**config.mk**
```make
export PLATFORM = sky130hd
export DESIGN_NAME = display_scan_controller
export DESIGN_NICKNAME = d
export VERILOG_FILES = /design/src/rtl/display_scan_controller.sv
export SDC_FILE = /design/constraint.sdc
export NUM_CORES = 1
export LEC_CHECK = 0
export CAP_MARGIN = 15
export CORE_MARGIN = 2
export CORE_UTILIZATION = 50
export CTS_BUF_LIST = sky130_fd_sc_hd__clkbuf_2 sky130_fd_sc_hd__clkbuf_4 sky130_fd_sc_hd__clkbuf_8
export DETAILED_ROUTE_END_ITERATION = 12
export DONT_BUFFER_PORTS = 1
export PLACE_DENSITY = 0.76
export SLEW_MARGIN = 20
export SYNTH_ARGS = -nofsm -noshare
export SYNTH_HDL_FRONTEND = slang
export SYNTH_SLANG_ARGS = --single-unit
```
**constraint.sdc**
```tcl
create_clock -name CLOCK_50_MHz -period 5.21 [get_ports CLOCK_50_MHz]
set_clock_uncertainty 0.15 [all_clocks]
set_input_delay 1.042 -clock CLOCK_50_MHz [delete_from_list [all_inputs] [get_ports CLOCK_50_MHz]]
set_output_delay 1.042 -clock CLOCK_50_MHz [all_outputs]
set_load 0.02 [all_outputs]
```
**src/rtl/display_scan_controller.sv**
```systemverilog
// Four-digit multiplexed seven-segment scanner: BLANK gap then ON dwell per digit,
// frame-latched BCD, leading-zero suppression and 8-level brightness via dwell duty.
module display_scan_controller #(
    parameter int DWELL_CYCLES = 50000,
    parameter int BLANK_CYCLES = 500
) (
    input  logic        CLOCK_50_MHz,
    input  logic        reset,
    input  logic        enable,
    input  logic [15:0] bcd_in,
    input  logic [2:0]  brightness,
    input  logic        lz_suppress,
    output logic [6:0]  display,
    output logic [3:0]  dis_sel,
    output logic        digit_strobe,
    output logic        frame_done
);
    localparam int CNT_MAX = (DWELL_CYCLES > BLANK_CYCLES) ? DWELL_CYCLES : BLANK_CYCLES;
    localparam int CW = $clog2(CNT_MAX + 1);
    localparam logic [CW-1:0]   DWELL_LAST = CW'(DWELL_CYCLES - 1);
    localparam logic [CW-1:0]   BLANK_LAST = CW'(BLANK_CYCLES - 1);
    localparam logic [CW+3:0]   STEP       = (CW+4)'(DWELL_CYCLES / 8);

    typedef enum logic [1:0] {IDLE, BLANK, ON} state_t;

    state_t        state_q, state_d;
    logic [1:0]    idx_q, idx_d;
    logic [CW-1:0] cnt_q, cnt_d;
    logic [15:0]   bcd_q;
    logic [2:0]    bright_q;
    logic          lz_q;
    logic          latch_en;
    logic [6:0]    disp_q, disp_d;
    logic [3:0]    sel_q, sel_d;
    logic          strobe_q, strobe_d;
    logic          done_q, done_d;
    logic [3:0]    digit;
    logic [3:0]    supp;
    logic [CW+3:0] lit_limit;
    logic          lit;

    function automatic logic [6:0] seg7(input logic [3:0] v);
        case (v)
            4'd0:    seg7 = 7'b1000000;
            4'd1:    seg7 = 7'b1111001;
            4'd2:    seg7 = 7'b0100100;
            4'd3:    seg7 = 7'b0110000;
            4'd4:    seg7 = 7'b0011001;
            4'd5:    seg7 = 7'b0010010;
            4'd6:    seg7 = 7'b0000010;
            4'd7:    seg7 = 7'b1111000;
            4'd8:    seg7 = 7'b0000000;
            4'd9:    seg7 = 7'b0010000;
            default: seg7 = 7'b0111111;
        endcase
    endfunction

    // Digit n is suppressed only when it and every higher digit are zero.
    always_comb begin
        digit     = bcd_q[{idx_q, 2'b00} +: 4];
        supp[3]   = lz_q && (bcd_q[15:12] == 4'd0);
        supp[2]   = lz_q && (bcd_q[15:8] == 8'd0);
        supp[1]   = lz_q && (bcd_q[15:4] == 12'd0);
        supp[0]   = 1'b0;
        lit_limit = ((CW+4)'(bright_q) + (CW+4)'(1)) * STEP;
        lit       = ((CW+4)'(cnt_q) < lit_limit);
    end

    always_comb begin
        state_d  = state_q;
        idx_d    = idx_q;
        cnt_d    = cnt_q;
        latch_en = 1'b0;
        disp_d   = 7'h7F;
        sel_d    = 4'hF;
        strobe_d = 1'b0;
        done_d   = 1'b0;
        if (!enable) begin
            state_d = IDLE;
            idx_d   = 2'd0;
            cnt_d   = '0;
        end else begin
            case (state_q)
                IDLE: begin
                    state_d  = BLANK;
                    idx_d    = 2'd0;
                    cnt_d    = '0;
                    latch_en = 1'b1;
                end
                BLANK: begin
                    if (cnt_q == BLANK_LAST) begin
                        state_d = ON;
                        cnt_d   = '0;
                    end else begin
                        cnt_d = cnt_q + 1'b1;
                    end
                end
                ON: begin
                    strobe_d = (cnt_q == '0);
                    done_d   = (cnt_q == DWELL_LAST) && (idx_q == 2'd3);
                    if (lit) begin
                        sel_d  = ~(4'b0001 << idx_q);
                        disp_d = supp[idx_q] ? 7'h7F : seg7(digit);
                    end
                    if (cnt_q == DWELL_LAST) begin
                        state_d  = BLANK;
                        cnt_d    = '0;
                        idx_d    = idx_q + 2'd1;
                        latch_en = (idx_q == 2'd3);
                    end else begin
                        cnt_d = cnt_q + 1'b1;
                    end
                end
                default: state_d = IDLE;
            endcase
        end
    end

    always_ff @(posedge CLOCK_50_MHz or posedge reset) begin
        if (reset) begin
            state_q <= IDLE;
            idx_q   <= 2'd0;
            cnt_q   <= '0;
        end else begin
            state_q <= state_d;
            idx_q   <= idx_d;
            cnt_q   <= cnt_d;
        end
    end

    always_ff @(posedge CLOCK_50_MHz or posedge reset) begin
        if (reset) begin
            bcd_q    <= 16'h0000;
            bright_q <= 3'd0;
            lz_q     <= 1'b0;
        end else if (latch_en) begin
            bcd_q    <= bcd_in;
            bright_q <= brightness;
            lz_q     <= lz_suppress;
        end
    end

    // Output stage registers the current state's view, so select and segments move together.
    always_ff @(posedge CLOCK_50_MHz or posedge reset) begin
        if (reset) begin
            disp_q   <= 7'h7F;
            sel_q    <= 4'hF;
            strobe_q <= 1'b0;
            done_q   <= 1'b0;
        end else begin
            disp_q   <= disp_d;
            sel_q    <= sel_d;
            strobe_q <= strobe_d;
            done_q   <= done_d;
        end
    end

    assign display      = disp_q;
    assign dis_sel      = sel_q;
    assign digit_strobe = strobe_q;
    assign frame_done   = done_q;
endmodule

```
Word-level counts from Yosys, hierarchy flattened
Memory sizes are Yosys's and may differ from the RTL's.
Index checks and enable logic that the tools add are counted.
{"block": "op_classes", "add_sub_neg": 3, "mul": 1, "n_div": 0, "magnitude_cmp": 2, "eq_ne": 9, "shift": 2, "muxes": 27, "bitwise_logic": 1, "n_reduce_logical": 11}
{"cell": "$mux 16", "n": 3}
{"cell": "$pmux 16 s3", "n": 1}
{"cell": "$mux 7", "n": 4}
{"cell": "$lt 16x17->1", "n": 1}
{"cell": "$add 16x1->16 const B", "n": 1}
{"cell": "$eq 16x16->1 const B", "n": 1}
{"cell": "$eq 16x9->1 const B", "n": 1}
{"cell": "$logic_not 16->1", "n": 1}
{"cell": "$mul 4x12->16 const B", "n": 1}
{"cell": "$shiftx 16x5->4", "n": 1}
{"cell": "$logic_not 12->1", "n": 1}
{"cell": "$mux 4", "n": 3}
{"cell": "$mux 2", "n": 5}
{"cell": "$logic_not 8->1", "n": 1}
{"cell": "$mux 1", "n": 7}
{"cell": "$ne 3x3->1 const B", "n": 2}
{"cell": "$pmux 2 s3", "n": 1}
{"cell": "$add 3x1->4 const B", "n": 1}
{"cell": "$eq 2x2->1 const B", "n": 2}
{"cell": "$logic_and 1x1->1", "n": 4}
{"cell": "$logic_not 4->1", "n": 1}
{"cell": "$ne 4x1->1 const B", "n": 1}
{"cell": "$not 4->4", "n": 1}
{"cell": "$pmux 2 s2", "n": 1}
{"cell": "9 further kinds", "n": 10}
{"block": "word_totals", "regBits": 53, "latchBits": 0, "mem_bits_rw": 0, "mem_bits_ro": 112, "in_bits": 23, "elab_cells": 67, "memories": 1}
{"memory": "(no name shown)", "depth": 16, "word_bits": 7, "rd": 1, "rd_clocked_by_memory_dff": 0, "wr": 0, "line_no": "43", "source": "case (v)"}

Depth between registers and ports, before layout
{"block": "depth", "depth_word": 8, "depth_mapped": 21, "mapped_depth_nobuf": 20}

Worst setup path before layout
OpenSTA, ideal clock, no wires.
{"block": "synth_path", "path_kind": "flip-flop to flip-flop", "startpoint": "register bright_q[0]", "endpoint": "register disp_q[0] (netlist: display[0])", "setup_ps": 100, "arrival_time_ps": 4274, "path_slack_ps": 686, "stages_incl_launch_ff": 19, "n_path_buf": 1, "cell_sequence": "dfrtp_1 > inv_1 > ha_1 > ha_1 > ha_1 > ha_1 > and3_1 > o21a_1 > o21ai_0 > nand2_1 > a311oi_1 > ha_1 > and3_1 > and4_1 > a2111oi_0 > nand2_1 > o2bb2ai_1 > clkbuf_1 > o211ai_1"}
{"block": "synth_via", "elab_chain_len": 6}
{"element": "start: declaration", "line_no": "30", "source": "logic [2:0] bright_q;"}
{"element": "start signal: assignment", "line_no": "138", "source": "bright_q <= brightness;"}
{"element": "$add 3x1->4", "line_no": "65", "source": "lit_limit = ((CW+4)'(bright_q) + (CW+4)'(1)) * STEP;"}
{"element": "$mul 4x12->16", "line_no": "65"}
{"element": "$lt 16x17->1", "line_no": "66", "source": "lit = ((CW+4)'(cnt_q) < lit_limit);"}
{"element": "$mux 7", "line_no": "101", "source": "if (lit) begin"}
{"element": "$mux 7", "line_no": "83", "source": "case (state_q)"}
{"element": "$mux 7", "line_no": "78", "source": "if (!enable) begin"}
{"element": "via disp_d[0]", "line_no": "33", "source": "logic [6:0] disp_q, disp_d;"}
{"element": "end signal: assignment", "line_no": "151", "source": "disp_q <= disp_d;"}
{"element": "end: declaration", "line_no": "33"}
The timed path passes the listed nets, and every way through them passes these cells.
A chain may end at the register's enable or synchronous reset.

Final worst setup path
{"block": "layout_path", "startpoint": "register bright_q[0]", "endpoint": "register disp_q[5] (netlist: display[5])"}
Same word-level chain as after synthesis.

==> impl_metrics.env <==
export IMPL_syn_to_final_growth_pct=4.56
export IMPL_synth_area_top_cells="dfrtp_1 (29%), ha_1 (16%), dfstp_2 (8.0%), mux2_2 (6.6%), nand2_1 (3.3%)"
export IMPL_cp_startpoint="bright_q[0]"
export IMPL_port_buffers=0
export IMPL_required_ps=5270
export IMPL_drt_pre_antenna_iters=5
export IMPL_async_flop_share_pct=100
export IMPL_power_frac_clock_pct=10.2
export IMPL_via_count=2614
export IMPL_cpPeakStageDelay_ps=480
export IMPL_yosys_area_top_type_share_pct=29.3
export IMPL_switching_share_pct=44.7
export IMPL_rr_startpoint="bright_q[0]"
export IMPL_drt_wl_total_mm=7.32
export IMPL_multi_input_area_mm2=0.00210
export IMPL_p_seq_share_pct=26.6
export IMPL_syn_inst=353
export IMPL_worst_pin_slew_ps=1010
export IMPL_die_h_um=88.8
export IMPL_cp_data_arrival_time_ps=4870
export IMPL_final_cell_mix="ha_1 (47), dfrtp_1 (42), nand2_1 (32), inv_1 (24), mux2_2 (21)"
export IMPL_grt_pass1_wl_mm=12.1
export IMPL_gp_congestion=0.890
export IMPL_worstPathCellList="inv_1 -> ha_1 -> ha_1 -> inv_1 -> fa_1 -> inv_1 -> ha_1 -> a21o_1 -> a21oi_1 -> o21bai_1 -> a21oi_1 -> o21bai_1 -> xnor2_1 -> ha_1 -> and3_1 -> and4_1 -> a2111oi_0 -> nand2_1 -> o2bb2ai_1 -> buf_4 -> o211ai_1"
export IMPL_grt_pass1_vias=2506
export IMPL_p_leak_uw=0.00163
export IMPL_fmaxAchievable_mhz=208
export IMPL_pwr_share_comb_pct=63.2
export IMPL_seq_area_mm2=0.00134
export IMPL_die_area_mm2=0.00788
export IMPL_clk_latency_ps=310
export IMPL_yosys_warnings=0
export IMPL_critPathLaunchType="flop"
export IMPL_rsz0062_at_grt="no"
export IMPL_row_count=30
export IMPL_synth_seq_cells=53
export IMPL_numCtsBuffers=5
export IMPL_antenna_cells=0
export IMPL_maxSlewViolCount=0
export IMPL_tritoncts="done"
export IMPL_postRouteAntennaNets=0
export IMPL_start_util_pct=52.3
export IMPL_period_needed_ps=4800
export IMPL_grt_usage_pct=19.7
export IMPL_switchingPower_uw=1030
export IMPL_synthFlopType="dfrtp_1"
export IMPL_dp_final_hpwl_mm=5.56
export IMPL_finalSetupViolCount=0
export IMPL_yosysTopAreaCell="dfrtp_1"
export IMPL_power_internal_uw=1270
export IMPL_fillCellCount=608
export IMPL_synth_enable_flop_cells=0
export IMPL_io_pins=36
export IMPL_setup_tns_final_ps=0
export IMPL_final_util_pct=54.7
export IMPL_status="finished clean"
export IMPL_grt_max_degree=54
export IMPL_wl_per_cell_um=16.3
export IMPL_ir_drop_mv=0.268
export IMPL_drc=0
export IMPL_clk_pin_slew_worst_paths_ps=100
export IMPL_cts_buffer_depth=2
export IMPL_cp_max_fo=11
export IMPL_core_area_mm2=0.00687
export IMPL_cts_hold_buf=0
export IMPL_final_common_cell="ha_1"
export IMPL_antenna_found_initial=0
export IMPL_drive_above_1_share_pct=16.2
export IMPL_clkSinkCount=53
export IMPL_grt_ovfl_total=0
export IMPL_hold_path_startpoint="bcd_q[2]"
export IMPL_final_hold_violation_count=0
export IMPL_synth_area_mm2=0.00359
export IMPL_timing_final_crit_share_pct=92.2
export IMPL_max_cap_violations=0
export IMPL_path_class="flop to flop"
export IMPL_cts_root_buf="clkbuf_8"
export IMPL_crit_path_frequent_cell="ha_1"
export IMPL_fp_dieW_um=88.8
export IMPL_h_tree_depth=2
export IMPL_first_iter_violations=178
export IMPL_end_kind="flop"
export IMPL_syn_area_per_cell_um2=10.2
export IMPL_critical_path_slowest_cell="dfrtp_1"
export IMPL_synth_nets=424
export IMPL_powerDensity_mw_per_mm2=611
export IMPL_hold_path_class="flop to flop"
export IMPL_yosysSeqAreaShare_pct=37.3
export IMPL_vias_per_cell=5.83
export IMPL_ys_types=50
export IMPL_layout_nets=422
export IMPL_slew_headroom_pct=32.9
## final timing paths
check / depth (start not counted) / to / slack, ps
worst max-delay path: 21 / display[5] / 410
worst min-delay path: 1 / bcd_q[2] / 380
worst max register to register: 21 / display[5] / 410
worst min register to register: 1 / bcd_q[2] / 380
max in group asynchronous: 2 / bright_q[0] / 3830
min in group asynchronous: 2 / bright_q[2] / 640
## per-layer routing
layer	up-vias	share of wire [%]	GRT usage, %
li1	1266	-	-
met1	1268	44	27.0
met2	70	50	32.6
met3	10	4.6	3.45
met4	0	1.2	4.55
met5	-	0	0
## worst max-delay path, delay by kind of cell, from the launching register on
kind	cells	cell delay (ps)
DFF	1	480
xor gates and xnor gates	1	130
adders and majority gates	5	1540
buffers and inverters	4	480
and+or+nand+nor	3	490
AOI/OAI and AO/OA	8	1460
## registers in the layout, summed over array words and instances (netlist names)
name / flops
display: 7
idx_q: 2
state_q: 2
bcd_q: 16
cnt_q: 16
lz_q: 1
dis_sel: 4
bright_q: 3
frame_done: 1
digit_strobe: 1
## metrics by stage
stage	total power, µW	std cells	setup slack, ps	hold WS (ps)	cell area, µm²
5_1_grt	2520	448	5.13	396	3760
3_3_place_gp	1990	440	606	349	3660
3_5_place_dp	2070	440	400	352	3660
2_1_floorplan	1750	353	686	326	3590
6_report	2290	448	405	377	3760
4_1_cts	2300	448	375	377	3750
## power by group through the flow
stage | sequential, µW | combinational (µW) | clock [µW]
after floorplan | 586 | 1160 | 0
after global placement | 612 | 1380 | 0
after detailed placement | 619 | 1450 | 0
after CTS | 611 | 1450 | 241
after global routing | 624 | 1640 | 253
final | 610 | 1450 | 233
## cell usage after synthesis, types with 2 or more instances
cell type,instances
ha_1,47
dfrtp_1,42
nand2_1,32
inv_1,25
mux2_2,21
a21oi_1,19
nand3_1,16
o21ai_0,15
dfstp_2,11
a31oi_1,10
nor2_1,9
nor3_1,9
xnor2_1,9
clkbuf_1,7
mux2i_1,6
o211ai_1,6
and2_1,5
nor2b_1,5
nor4_1,5
and3_1,4
buf_6,4
or2b_1,4
mux4_2,3
o21bai_1,3
xor2_1,3
a211oi_1,2
a21boi_0,2
a21o_1,2
a22o_1,2
a41oi_1,2
nand4_1,2
o21a_1,2
or2_2,2
## logic make-up after synthesis
family          count (synthesis)  synth area share, %
buf+inv                        36                 4.60
flops                          53                 37.3
mux                            30                 10.1
fa+ha+maj                      48                 16.9
simple gates                  102                 15.2
xor+xnor                       12                 2.93
compound gates                 72                 13.0
## layout make-up
cell class,count,area share [%]
multi-input combinational,264,55.8
sequential,53,35.7
tap,96,3.20
inverter,25,2.50
clock buffer,5,1.83
clock inverter,3,0.566
timing repair buffer,2,0.400
## what timing repair did
item,4_1_cts,5_1_grt
gates resized for setup,0,1
buffers inserted,0,0
setup endpoints to repair,0,6
Note: power is estimated with default switching activity, not from simulation.
